===== src/rtl/dl_demux16_reg.sv =====
// dl_demux16_reg: registered 1-to-16 valid/ready demux, one-word register per channel.
// Optional per-channel output transfer counters are enabled with `define DL_DEMUX16_CNT_EN.
module dl_demux16_reg #(
    parameter int NUM_BITS = 32,
    parameter int CNT_BITS = 16
) (
    input  logic                      clk,
    input  logic                      rst,
    input  logic                      in_valid,
    output logic                      in_ready,
    input  logic [NUM_BITS-1:0]       in_data,
    input  logic [3:0]                in_sel,
    output logic [15:0]               out_valid,
    input  logic [15:0]               out_ready,
    output logic [15:0][NUM_BITS-1:0] out_data
`ifdef DL_DEMUX16_CNT_EN
    ,
    output logic [15:0][CNT_BITS-1:0] xfer_cnt
`endif
);
    logic [15:0]               valid_q, valid_d, ld, drain;
    logic [15:0][NUM_BITS-1:0] data_q, data_d;

    assign in_ready  = !valid_q[in_sel] || out_ready[in_sel];
    assign out_valid = valid_q;
    assign out_data  = data_q;

    // Load wins over drain on the same channel; untouched channels drain freely.
    always_comb begin
        ld      = (in_valid && in_ready) ? (16'd1 << in_sel) : 16'd0;
        drain   = valid_q & out_ready;
        valid_d = (valid_q & ~drain) | ld;
        for (int i = 0; i < 16; i++) data_d[i] = ld[i] ? in_data : data_q[i];
    end

    // Channel registers; reset discards every held word and any same-cycle accept.
    always_ff @(posedge clk) begin
        if (rst) begin
            valid_q <= '0;
            data_q  <= '0;
        end else begin
            valid_q <= valid_d;
            data_q  <= data_d;
        end
    end

`ifdef DL_DEMUX16_CNT_EN
    logic [15:0][CNT_BITS-1:0] cnt_q, cnt_d;

    assign xfer_cnt = cnt_q;

    // Count output handshakes per channel, wrapping freely.
    always_comb begin
        for (int i = 0; i < 16; i++) cnt_d[i] = cnt_q[i] + CNT_BITS'(drain[i]);
    end

    // Counter registers.
    always_ff @(posedge clk) begin
        if (rst) cnt_q <= '0;
        else     cnt_q <= cnt_d;
    end
`else
    if (CNT_BITS < 1) begin : g_cnt_width_unused
    end
`endif
endmodule

===== config.mk =====
export PLATFORM = sky130hd
export DESIGN_NAME = dl_demux16_reg
export DESIGN_NICKNAME = d
export VERILOG_FILES = /design/src/rtl/dl_demux16_reg.sv
export SDC_FILE = /design/constraint.sdc
export NUM_CORES = 1
export LEC_CHECK = 0
export CAP_MARGIN = 20
export CORE_MARGIN = 1.5
export CORE_UTILIZATION = 35
export DETAILED_ROUTE_END_ITERATION = 16
export GPL_TIMING_DRIVEN = 0
export PLACE_DENSITY = 0.72
export SLEW_MARGIN = 20
export SYNTH_ARGS = -nofsm -noshare
export SYNTH_HDL_FRONTEND = slang
export SYNTH_SLANG_ARGS = --single-unit

===== constraint.sdc =====
create_clock -name clk -period 4.21 [get_ports clk]
set_input_delay 0.842 -clock clk [delete_from_list [all_inputs] [get_ports clk]]
set_output_delay 0.842 -clock clk [all_outputs]
set_load 0.03 [all_outputs]

## Yosys cells after proc, flatten, opt, wreduce, memory -nomap -nowiden

Index checks and enable logic that the tools add are counted.

| word-level totals | value |
|---|---|
| input bits | 55 |
| logic and storage cells | 31 |
| flip-flop bits (word level) | 528 |
| output and inout bits | 529 |

| cells by class | value |
|---|---|
| magnitude comparators | 1 |
| bitwise operators | 4 |
| shifts and indexed selects | 1 |
| reduce and logical (&&, ||, !) cells | 3 |
| muxes and demuxes | 5 |

Operators by type and width:

| kind | number |
|---|---|
| 16-bit bitwise AND | 2 |
| 16-bit 2-to-1 mux | 1 |
| 16-bit inverter | 1 |
| 16-bit OR | 1 |
| 1-bit by 4-bit << shifter with 16-bit output (first input constant) | 1 |
| 1-bit binary-select mux with 4-bit select | 2 |
| 4-bit by 5-bit less-than comparator with 1-bit output (second input constant) | 1 |
| 1-bit 2-to-1 mux | 2 |
| 1-bit logical AND | 1 |
| 1-bit logical NOT | 1 |
| 1-bit logical OR | 1 |

## Depth between registers and ports, before layout

Gate-level depths: netlist (run 1).

| logic depth | value |
|---|---|
| depth in word-level cells | 7 |
| depth in mapped cells | 8 |
| mapped depth without buffers | 5 |

## Least setup slack after synthesis (run 1)

No wires, ideal clock.

| timing | value |
|---|---|
| path kind | input port to output port |
| start | in in_sel[1] |
| end | out in_ready |
| buffers on the path | 2 |
| setup slack | 1,110 ps |
| stages on the path | 5 |
| arrival | 2,258 ps |
| required time | 3,368 ps |
| cells stage by stage | buf_2 > buf_2 > mux4_2 > a22oi_4 > mux2_2 |

| between the ends | value |
|---|---|
| word-level cells in the longest chain between the ends | 4 |
| elaborated cells on any way between the ends | 6 |
| classes of those cells | 4 x mux; 2 x reduce/logical |

Ends and longest elaborated chain:

| what | RTL line | source |
|---|---|---|
| start: declaration | 12 | `input logic [3:0] in_sel,` |
| 1-bit binary-select mux with 4-bit select | 24 | `assign in_ready = !valid_q[in_sel] \|\| out_ready[in_sel];` |
| 1-bit 2-to-1 mux (implied by the code) | 24 |  |
| 1-bit logical NOT | 24 |  |
| 1-bit logical OR (*) | 24 |  |
| end: declaration | 10 | `output logic in_ready,` |

Mark *: on every way between the ends. The rest lies on a longest branch, timed or not. The select of a mux whose other input is x is not followed.

## Worst setup path in the final report (run 1)

| timing | value |
|---|---|
| start | in in_sel[0] |
| end | out in_ready |

Same word-level chain as after synthesis.

==> results of run 1 <==
## power groups by stage
stage	Combinational [mW]	Clock, mW	Sequential (mW)
floorplan	0.337	0	5.33
global placement	0.844	0	5.21
detailed placement	0.852	0	5.21
CTS	0.855	5.20	5.10
global route	0.887	5.41	5.10
finish	0.848	5.13	5.10
## state kept, by name, summed over array words and instances, names as in the netlist
register,cells
out_data,512
out_valid,16
## synth_stat cells
| cell | instances |
|---|---|
| nand2b_1 | 560 |
| a22o_1 | 4 |
| a21oi_1 | 16 |
| buf_1 | 2 |
| a22oi_4 | 1 |
| nor2_1 | 3 |
| nor2b_1 | 4 |
| nand4_2 | 4 |
| nor3b_1 | 1 |
| mux2_2 | 1 |
| a22oi_2 | 1 |
| buf_4 | 6 |
| mux2i_1 | 520 |
| mux4_2 | 4 |
| buf_2 | 46 |
| clkbuf_1 | 130 |
| nand3_2 | 4 |
| nand3_1 | 8 |
| dfxtp_1 | 528 |
| nand2_1 | 1 |
| and3b_1 | 1 |
| and2_1 | 1 |
| and3_1 | 2 |
## layout make-up
cell class / instances / area (um^2) / share of cell area, %
multi-input cells: 1136 / 9160 / 31.4
plain buffers: 184 / 773 / 2.65
clock buffers: 77 / 1580 / 5.41
well taps: 765 / 957 / 3.28
flip-flops and latches: 528 / 10600 / 36.2
clock inverters: 22 / 307 / 1.05
repair buffers: 582 / 5820 / 20.0
diodes: 3 / 7.51 / 0.0257
## routing by layer
layer,wire (um),vias up
met1,31500,7823
li1,-,7366
met2,37200,479
met4,2020,2
met5,10,-
met3,5260,114
## worst reg2reg max path: cells and delay by family, from the launching register on
family                 cells  cell delay (ps)
buffers and inverters      2              670
AOI/OAI and AO/OA          1              240
and+or+nand+nor            1              540
DFF                        1              350
muxes                      2              670
## per-stage QoR
stage / total power, mW / setup TNS, ps / cells
floorplan: 5.67 / 0 / 1848
global placement: 6.05 / -212 / 3193
detailed placement: 6.06 / -254 / 3193
CTS: 11.2 / 0 / 3294
global route: 11.4 / 0 / 3294
finish: 11.1 / 0 / 3297
## final timing paths
path                        end  slack, ps     startpoint  cells past startpoint
setup / recovery       in_ready        400      in_sel[0]                      6
hold / removal    out_data[325]        470  out_data[325]                      2
setup reg to reg  out_data[105]       1590   out_valid[5]                      6
hold reg to reg   out_data[325]        470  out_data[325]                      2
## kinds of logic (layout without fill, tap and decap cells)
logic type / after synthesis / in the layout / share of synthesized area (%)
AND/OR/NAND/NOR: 589 / 589 / 18.1
flip-flops: 528 / 528 / 51.5
multiplexers: 525 / 525 / 25.9
buffers and inverters: 184 / 865 / 3.76
AO/OA/AOI/OAI: 22 / 22 / 0.726
other: 0 / 3 / 0
## repair_timing
action	in CTS	in global routing
cloned	0	0
setup endpoints to repair	1	1
hold buffers	0	0
resized for setup	1	1
pin swaps	2	0
setup buffers	2	0
==> impl_metrics.env, run 1 <==
export IMPL_grt_busiest_layer="met2"
export IMPL_drtIter0Drc=674
export IMPL_yosysSeqAreaShare_pct=51.5
export IMPL_die_area_um2=60000
export IMPL_swShare_pct=23.9
export IMPL_use_met2_pct=43.1
export IMPL_p_switching_mw=2.64
export IMPL_critPathCaptureType="output pin"
export IMPL_drt_pass1_iter_count=6
export IMPL_synth_largest_area_cell="dfxtp_1"
export IMPL_path_class="in2out"
export IMPL_setup_viol=0
export IMPL_syn_avg_cell_area_um2=11.1
export IMPL_critPathMaxFanout=10
export IMPL_grt_max_degree=15
export IMPL_design_area_um2=29200
export IMPL_clk_path_buf_depth=3
export IMPL_antenna_found_initial=4
export IMPL_ant_nets=0
export IMPL_worstPathRequired_ps=3370
export IMPL_crit_family="buffers and inverters"
export IMPL_track_usage_pct=24.6
export IMPL_pwr_share_clk_pct=46.3
export IMPL_mappedNetlistArea_um2=20500
export IMPL_cts_root_buf="clkbuf_16"
export IMPL_clk_pin_slew_ps=60
export IMPL_hold_worst_slack_ps=473
export IMPL_slew_viol_final=0
export IMPL_drc_errors=0
export IMPL_relSlewSlack_pct=31.4
export IMPL_grtUsageMet3_pct=6.60
export IMPL_grt_ovfl_total=0
export IMPL_ys_ff_latch=528
export IMPL_cp_slowest_cell="clkdlybuf4s50_1"
export IMPL_gp_routability_congestion=0.895
export IMPL_fmax_mhz=262
export IMPL_layout_setup_ws_ps=398
export IMPL_leakage_nw=13.2
export IMPL_hold_class="reg2reg"
export IMPL_power_internal_mw=8.44
export IMPL_cts_buffers=55
export IMPL_syn_to_final_growth_pct=42.3
export IMPL_io_buffers=580
export IMPL_powerDensity_nw_per_um2=380
export IMPL_numClockSinks=528
export IMPL_core_um2=57800
export IMPL_max_stage_delay_ps=570
export IMPL_post_dp_hpwl_mm=57.0
export IMPL_final_hold_viol_count=0
export IMPL_drive_gt1_share_pct=6.33
export IMPL_ioPinCount=584
export IMPL_drt_vias_per_instance=4.79
export IMPL_synth_cell_type_count=23
export IMPL_netlist_area_leader_share_pct=51.5
export IMPL_tightest_slew_ps=1030
export IMPL_nets=2542
export IMPL_use_met1_pct=29.3
export IMPL_syn_num_nets=1903
export IMPL_htree_num_levels=2
export IMPL_initial_core_util_pct=35.5
export IMPL_min_period_ps=3810
export IMPL_yosys_top_cells_area="dfxtp_1 (52%), mux2i_1 (25%), nand2b_1 (17%), clkbuf_1 (2.4%), buf_2 (1.1%)"
export IMPL_vias=15800
export IMPL_final_cell_mix="clkdlybuf4s50_1 (579), nand2b_1 (560), dfxtp_1 (528)"
export IMPL_synthCells=1848
export IMPL_p_seq_share_pct=46.0
export IMPL_fillers=5141
export IMPL_cp_num_buf_inv=3
export IMPL_rows=88
export IMPL_rsz0062_at_grt="false"
export IMPL_fin_util_pct=50.5
export IMPL_placed_area_um2=27300
export IMPL_ir_drop_uv=268
export IMPL_dp_slack_ps=-254
export IMPL_die_x_um=245
export IMPL_comb_power_share_pct=7.7
export IMPL_tritoncts="yes"
export IMPL_yosys_warnings=0
export IMPL_startpoint_type="input port"
export IMPL_crit_arrival_ps=2970
export IMPL_routed_wl_mm=75.9
export IMPL_fin_skew_ps=19.9
export IMPL_fp_dieH_um=245
export IMPL_wl_per_cell_um=23.0
export IMPL_crit_chain="clkdlybuf4s50_1 > buf_2 > mux4_2 > a22oi_4 > mux2_2 > dlymetal6s2s_1"
export IMPL_layout_cells_most_common="clkdlybuf4s50_1"
export IMPL_first_global_vias=16800
export IMPL_post_route_period_util_pct=90.6
export IMPL_grt_pass1_wl_mm=111
export IMPL_clkLatencyLatePin_ps=610
export IMPL_status="finished, final reports clean"
export IMPL_cap_violations=0
No activity file was read; power rests on OpenSTA's default activity.
==> inputs of run 2 (changes only) <==
- CORE_UTILIZATION: 35 -> 40
- PLACE_DENSITY: 0.72 -> 0.67
- TNS_END_PERCENT: unset -> 10
==> run 2 against run 1 <==
Effect of this change: clock power decreased by 5.8%; non-clock buffer count unchanged; worst hold slack worse by 0.54 ps; setup slack better by 76 ps; power fell by 2.9%; via count shrank 1.3%; clock-buffer cell count rose by 8; critical path depth unchanged; sequential share of layout area up 0.27 points; sequential power barely moved; flip-flop and latch count unchanged; global-route usage is 2.7 points higher; highest routed layer unchanged.
==> impl_metrics.env, run 2 (synthesis results as in run 1) <==
export IMPL_gp_routability_congestion=0.893
export IMPL_pwr_share_clk_pct=44.9
export IMPL_layout_setup_ws_ps=474
export IMPL_p_seq_share_pct=47.4
export IMPL_die_x_um=229
export IMPL_drt_vias_per_instance=4.86
export IMPL_post_cts_hold_buffer_count=0
export IMPL_track_usage_pct=27.4
export IMPL_final_hold_viol_count=0
export IMPL_max_stage_delay_ps=570
export IMPL_vias=15600
export IMPL_crit_arrival_ps=2890
export IMPL_ant_nets=0
export IMPL_clk_path_buf_depth=3
export IMPL_min_period_ps=3740
export IMPL_io_buffers=580
export IMPL_nets=2544
export IMPL_fin_tns_setup_ps=0
export IMPL_tritoncts="yes"
export IMPL_routed_wl_mm=74.2
export IMPL_cp_slowest_cell="mux4_2"
export IMPL_htree_num_levels=2
export IMPL_cts_root_buf="clkbuf_16"
export IMPL_core_um2=50400
export IMPL_layout_cells_most_common="clkdlybuf4s50_1"
export IMPL_grt_ovfl_total=0
export IMPL_setup_viol=0
export IMPL_dp_slack_ps=-222
export IMPL_critPathCaptureType="output pin"
export IMPL_grt_max_degree=15
export IMPL_startpoint_type="input port"
export IMPL_critPathMaxFanout=10
export IMPL_cap_violations=0
export IMPL_tightest_slew_ps=946
export IMPL_first_global_vias=16100
export IMPL_wl_per_cell_um=23.1
export IMPL_ir_drop_uv=304
export IMPL_fp_dieH_um=229
export IMPL_leakage_nw=13.2
export IMPL_swShare_pct=23.8
export IMPL_fin_util_pct=57.5
export IMPL_largest_reg_flops=512
export IMPL_drtIter0Drc=650
export IMPL_clkLatencyLatePin_ps=610
export IMPL_slew_viol_final=0
export IMPL_status="finished, final reports clean"
export IMPL_final_cell_mix="clkdlybuf4s50_1 (579), nand2b_1 (560), dfxtp_1 (528)"
export IMPL_comb_power_share_pct=7.8
export IMPL_cts_buffers=57
export IMPL_clk_pin_slew_ps=60
export IMPL_antenna_found_initial=2
export IMPL_post_dp_hpwl_mm=55.9
export IMPL_placed_area_um2=27200
export IMPL_drc_errors=0
export IMPL_initial_core_util_pct=40.7
export IMPL_syn_to_final_growth_pct=41.3
export IMPL_hold_class="reg2reg"
export IMPL_powerDensity_nw_per_um2=372
export IMPL_ioPinCount=584
export IMPL_die_area_um2=52600
export IMPL_drive_gt1_share_pct=6.13
export IMPL_rows=82
export IMPL_path_class="in2out"
export IMPL_fmax_mhz=268
export IMPL_rr_worst_depth=6
export IMPL_rsz0062_at_grt="false"
export IMPL_relSlewSlack_pct=37.0
export IMPL_fin_skew_ps=17.6
export IMPL_power_internal_mw=8.20
export IMPL_design_area_um2=29000
export IMPL_p_switching_mw=2.56
export IMPL_hold_path_depth=2
export IMPL_numClockSinks=528
export IMPL_grt_pass1_wl_mm=107
export IMPL_crit_chain="clkdlybuf4s50_1 > buf_2 > mux4_2 > a22oi_4 > mux2_2 > dlymetal6s2s_1"
export IMPL_worstPathRequired_ps=3370
export IMPL_post_route_period_util_pct=88.7
export IMPL_drt_pass1_iter_count=5
-- run 2: per-stage QoR --
stage	hold WS, ps	instances	total power [mW]
floorplan	596	1848	5.67
global placement	459	3100	6.04
detailed placement	462	3100	6.05
CTS	475	3201	10.9
global route	490	3203	11.1
finish	472	3204	10.8
-- run 2: final timing paths --
| check | to | slack [ps] | startpoint |
|---|---|---|---|
| hold reg to reg | out_data[1] | 470 | out_data[1] |
| hold / removal | out_data[1] | 470 | out_data[1] |
| setup reg to reg | out_data[125] | 1800 | out_valid[7] |
| setup / recovery | in_ready | 470 | in_sel[0] |
-- run 2: metal layers --
metal / up-vias / GRT usage, % / share of wire [%]
met5: - / 0 / 0.018
met4: 2 / 9.97 / 3.5
met3: 130 / 8.30 / 7.4
met2: 502 / 46.9 / 48
met1: 7580 / 32.1 / 41
li1: 7361 / - / -
-- run 2: power groups by stage --
stage	Combinational [mW]	Sequential, mW	Clock [mW]
4_1_cts	0.841	5.10	4.92
3_3_place_gp	0.832	5.21	0
3_5_place_dp	0.837	5.21	0
5_1_grt	0.876	5.11	5.10
6_report	0.836	5.10	4.83
2_1_floorplan	0.337	5.33	0
-- run 2: final cells by class --
class / instances / area (um^2)
buffer: 184 / 772
tap: 672 / 841
clock inverter: 15 / 108
clock buffer: 85 / 1680
sequential: 528 / 10600
timing repair buffer: 582 / 5820
fill: 4349 / 21400
antenna: 2 / 5.00
multi-input combinational: 1136 / 9160
-- run 2: timing repair --
action / 4_1_cts / 5_1_grt
resized for setup: 1 / 1
endpoints found under the setup margin: 1 / 1
pin swaps: 1 / 1
buffers inserted: 1 / 1
-- run 2: worst max-delay path, delay by kind of cell --
| kind | cells | cell delay, ps |
|---|---|---|
| buffers and inverters | 3 | 1120 |
| AO/OA/AOI/OAI | 1 | 180 |
| multiplexers | 2 | 750 |
==> inputs of run 3 (changes only) <==
- CELL_PAD_IN_SITES_DETAIL_PLACEMENT: unset -> 0
- CELL_PAD_IN_SITES_GLOBAL_PLACEMENT: unset -> 1
- PLACE_DENSITY: 0.67 -> 0.84
==> run 3 against run 2 <==
Effect of this change: clock skew decreased by 3.8 ps; clock power about the same; final cell count unchanged; first-iteration DRC count down 2.8%; critical path type unchanged.
==> impl_metrics.env, run 3 (synthesis results as in run 1) <==
export IMPL_power_mw=10.7
export IMPL_largest_reg_flops=512
export IMPL_fin_tns_setup_ps=0
export IMPL_final_cell_mix="clkdlybuf4s50_1 (580), nand2b_1 (560), dfxtp_1 (528)"
export IMPL_tightest_slew_ps=939
export IMPL_ant_nets=0
export IMPL_syn_to_final_growth_pct=41.2
export IMPL_power_internal_mw=8.18
export IMPL_grt_pass1_wl_mm=108
export IMPL_antenna_found_initial=1
export IMPL_critPathMaxFanout=10
export IMPL_path_class="in2out"
export IMPL_setup_viol=0
export IMPL_rows=82
export IMPL_cts_buffers=56
export IMPL_drc_errors=0
export IMPL_drive_gt1_share_pct=6.01
export IMPL_io_buffers=580
export IMPL_track_usage_pct=27.5
export IMPL_drt_pass1_iter_count=5
export IMPL_cts_root_buf="clkbuf_16"
export IMPL_fmax_mhz=244
export IMPL_hold_class="reg2reg"
export IMPL_htree_num_levels=2
export IMPL_final_hold_viol_count=0
export IMPL_post_route_period_util_pct=97.4
export IMPL_hold_path_depth=2
export IMPL_tritoncts="yes"
export IMPL_rsz0062_at_grt="false"
export IMPL_relSlewSlack_pct=37.4
export IMPL_initial_core_util_pct=40.7
export IMPL_crit_arrival_ps=3260
export IMPL_worstHoldStart="out_data[21]"
export IMPL_hold_path_end="out_data[21]"
export IMPL_cap_violations=0
export IMPL_pwr_share_clk_pct=44.7
export IMPL_reg2reg_slack_ps=1670
export IMPL_clk_path_buf_depth=3
export IMPL_slew_viol_final=0
export IMPL_gp_routability_congestion=0.897
export IMPL_die_area_um2=52600
export IMPL_fp_dieH_um=229
export IMPL_leakage_nw=13.1
export IMPL_rr_worst_depth=6
export IMPL_min_period_ps=4100
export IMPL_wl_per_cell_um=23.0
export IMPL_first_global_vias=16300
export IMPL_p_switching_mw=2.56
export IMPL_critPathCaptureType="output pin"
export IMPL_powerDensity_nw_per_um2=371
export IMPL_comb_power_share_pct=7.8
export IMPL_ir_drop_uv=309
export IMPL_routed_wl_mm=73.7
export IMPL_timing_rr_end="out_data[149]"
export IMPL_grt_ovfl_total=0
export IMPL_swShare_pct=23.8
export IMPL_die_x_um=229
export IMPL_drtIter0Drc=632
export IMPL_grt_max_degree=14
export IMPL_post_dp_hpwl_mm=55.5
export IMPL_core_um2=50400
export IMPL_numClockSinks=528
export IMPL_clkLatencyLatePin_ps=600
export IMPL_clk_pin_slew_ps=60
export IMPL_worstPathRequired_ps=3370
export IMPL_fin_skew_ps=13.8
export IMPL_nets=2543
export IMPL_layout_cells_most_common="clkdlybuf4s50_1"
export IMPL_vias=15600
export IMPL_ioPinCount=584
export IMPL_r2r_start="out_valid[7]"
export IMPL_startpoint_type="input port"
export IMPL_status="finished, final reports clean"
export IMPL_drt_vias_per_instance=4.87
export IMPL_p_seq_share_pct=47.5
-- run 3: changes by cell type in the layout (fill, tap and decap cells not counted), sizes merged --
| cell | change |
|---|---|
| clkbuf | +4 |
| clkinv | -4 |
| clkdlybuf4s50 | +1 |
| dlymetal6s2s | -1 |
-- run 3: worst max-delay path by stage --
stage / depth (start not counted) / startpoint / slack [ps] / endpoint
detailed placement: 6 / in_sel[0] / -210 / in_ready
global route: 6 / in_sel[0] / 20 / in_ready
CTS: 6 / in_sel[0] / 90 / in_ready
floorplan: 5 / in_sel[1] / 1110 / in_ready
global placement: 6 / in_sel[0] / -190 / in_ready
finish: 6 / in_sel[0] / 110 / in_ready
-- run 3: power groups by stage --
stage / sequential (mW) / combinational (mW) / clock [mW]
after detailed placement: 5.21 / 0.843 / 0
after CTS: 5.10 / 0.847 / 4.90
after global placement: 5.21 / 0.836 / 0
final: 5.10 / 0.837 / 4.81
after floorplan: 5.33 / 0.337 / 0
after global routing: 5.10 / 0.879 / 5.11
-- run 3: what timing repair did --
action / CTS / global route
endpoints found under the hold margin: 0 / 0
resized for setup: 1 / 0
hold buffers: 0 / 0
setup endpoints to repair: 1 / 0
setup buffers: 2 / 0
-- run 3: layout make-up --
type / count / area, um^2
clock buffer: 89 / 1690
antenna: 2 / 5.00
clock inverter: 11 / 83.8
timing repair buffer: 582 / 5820
fill: 4312 / 21400
sequential: 528 / 10600
tap: 672 / 841
multi-input combinational: 1136 / 9160
buffer: 184 / 772
-- run 3: stage by stage --
stage,instances,setup WS (ps),instance area [um^2],hold slack (ps),utilization [%]
CTS,3202,90.7,28900,476,57.4
global route,3203,17.8,28900,488,57.4
global placement,3100,-192,27200,458,53.9
floorplan,1848,1110,20500,596,-
detailed placement,3100,-207,27200,463,53.9
finish,3204,109,28900,472,57.5
-- run 3: worst max-delay path, stage by stage --
cell and delay [ps]:
clkdlybuf4s50_1 550, buf_2 260, mux4_2 560, a22oi_4 190, mux2_2 180, clkdlybuf4s50_1 660
-- run 3: metal layers --
layer,GRT usage [%],part of all wire [%],vias to the layer above
li1,-,-,7359
met1,32.5,41,7655
met2,46.7,48,478
met3,8.07,7.3,126
met4,10.7,3.6,0
met5,0,0,-
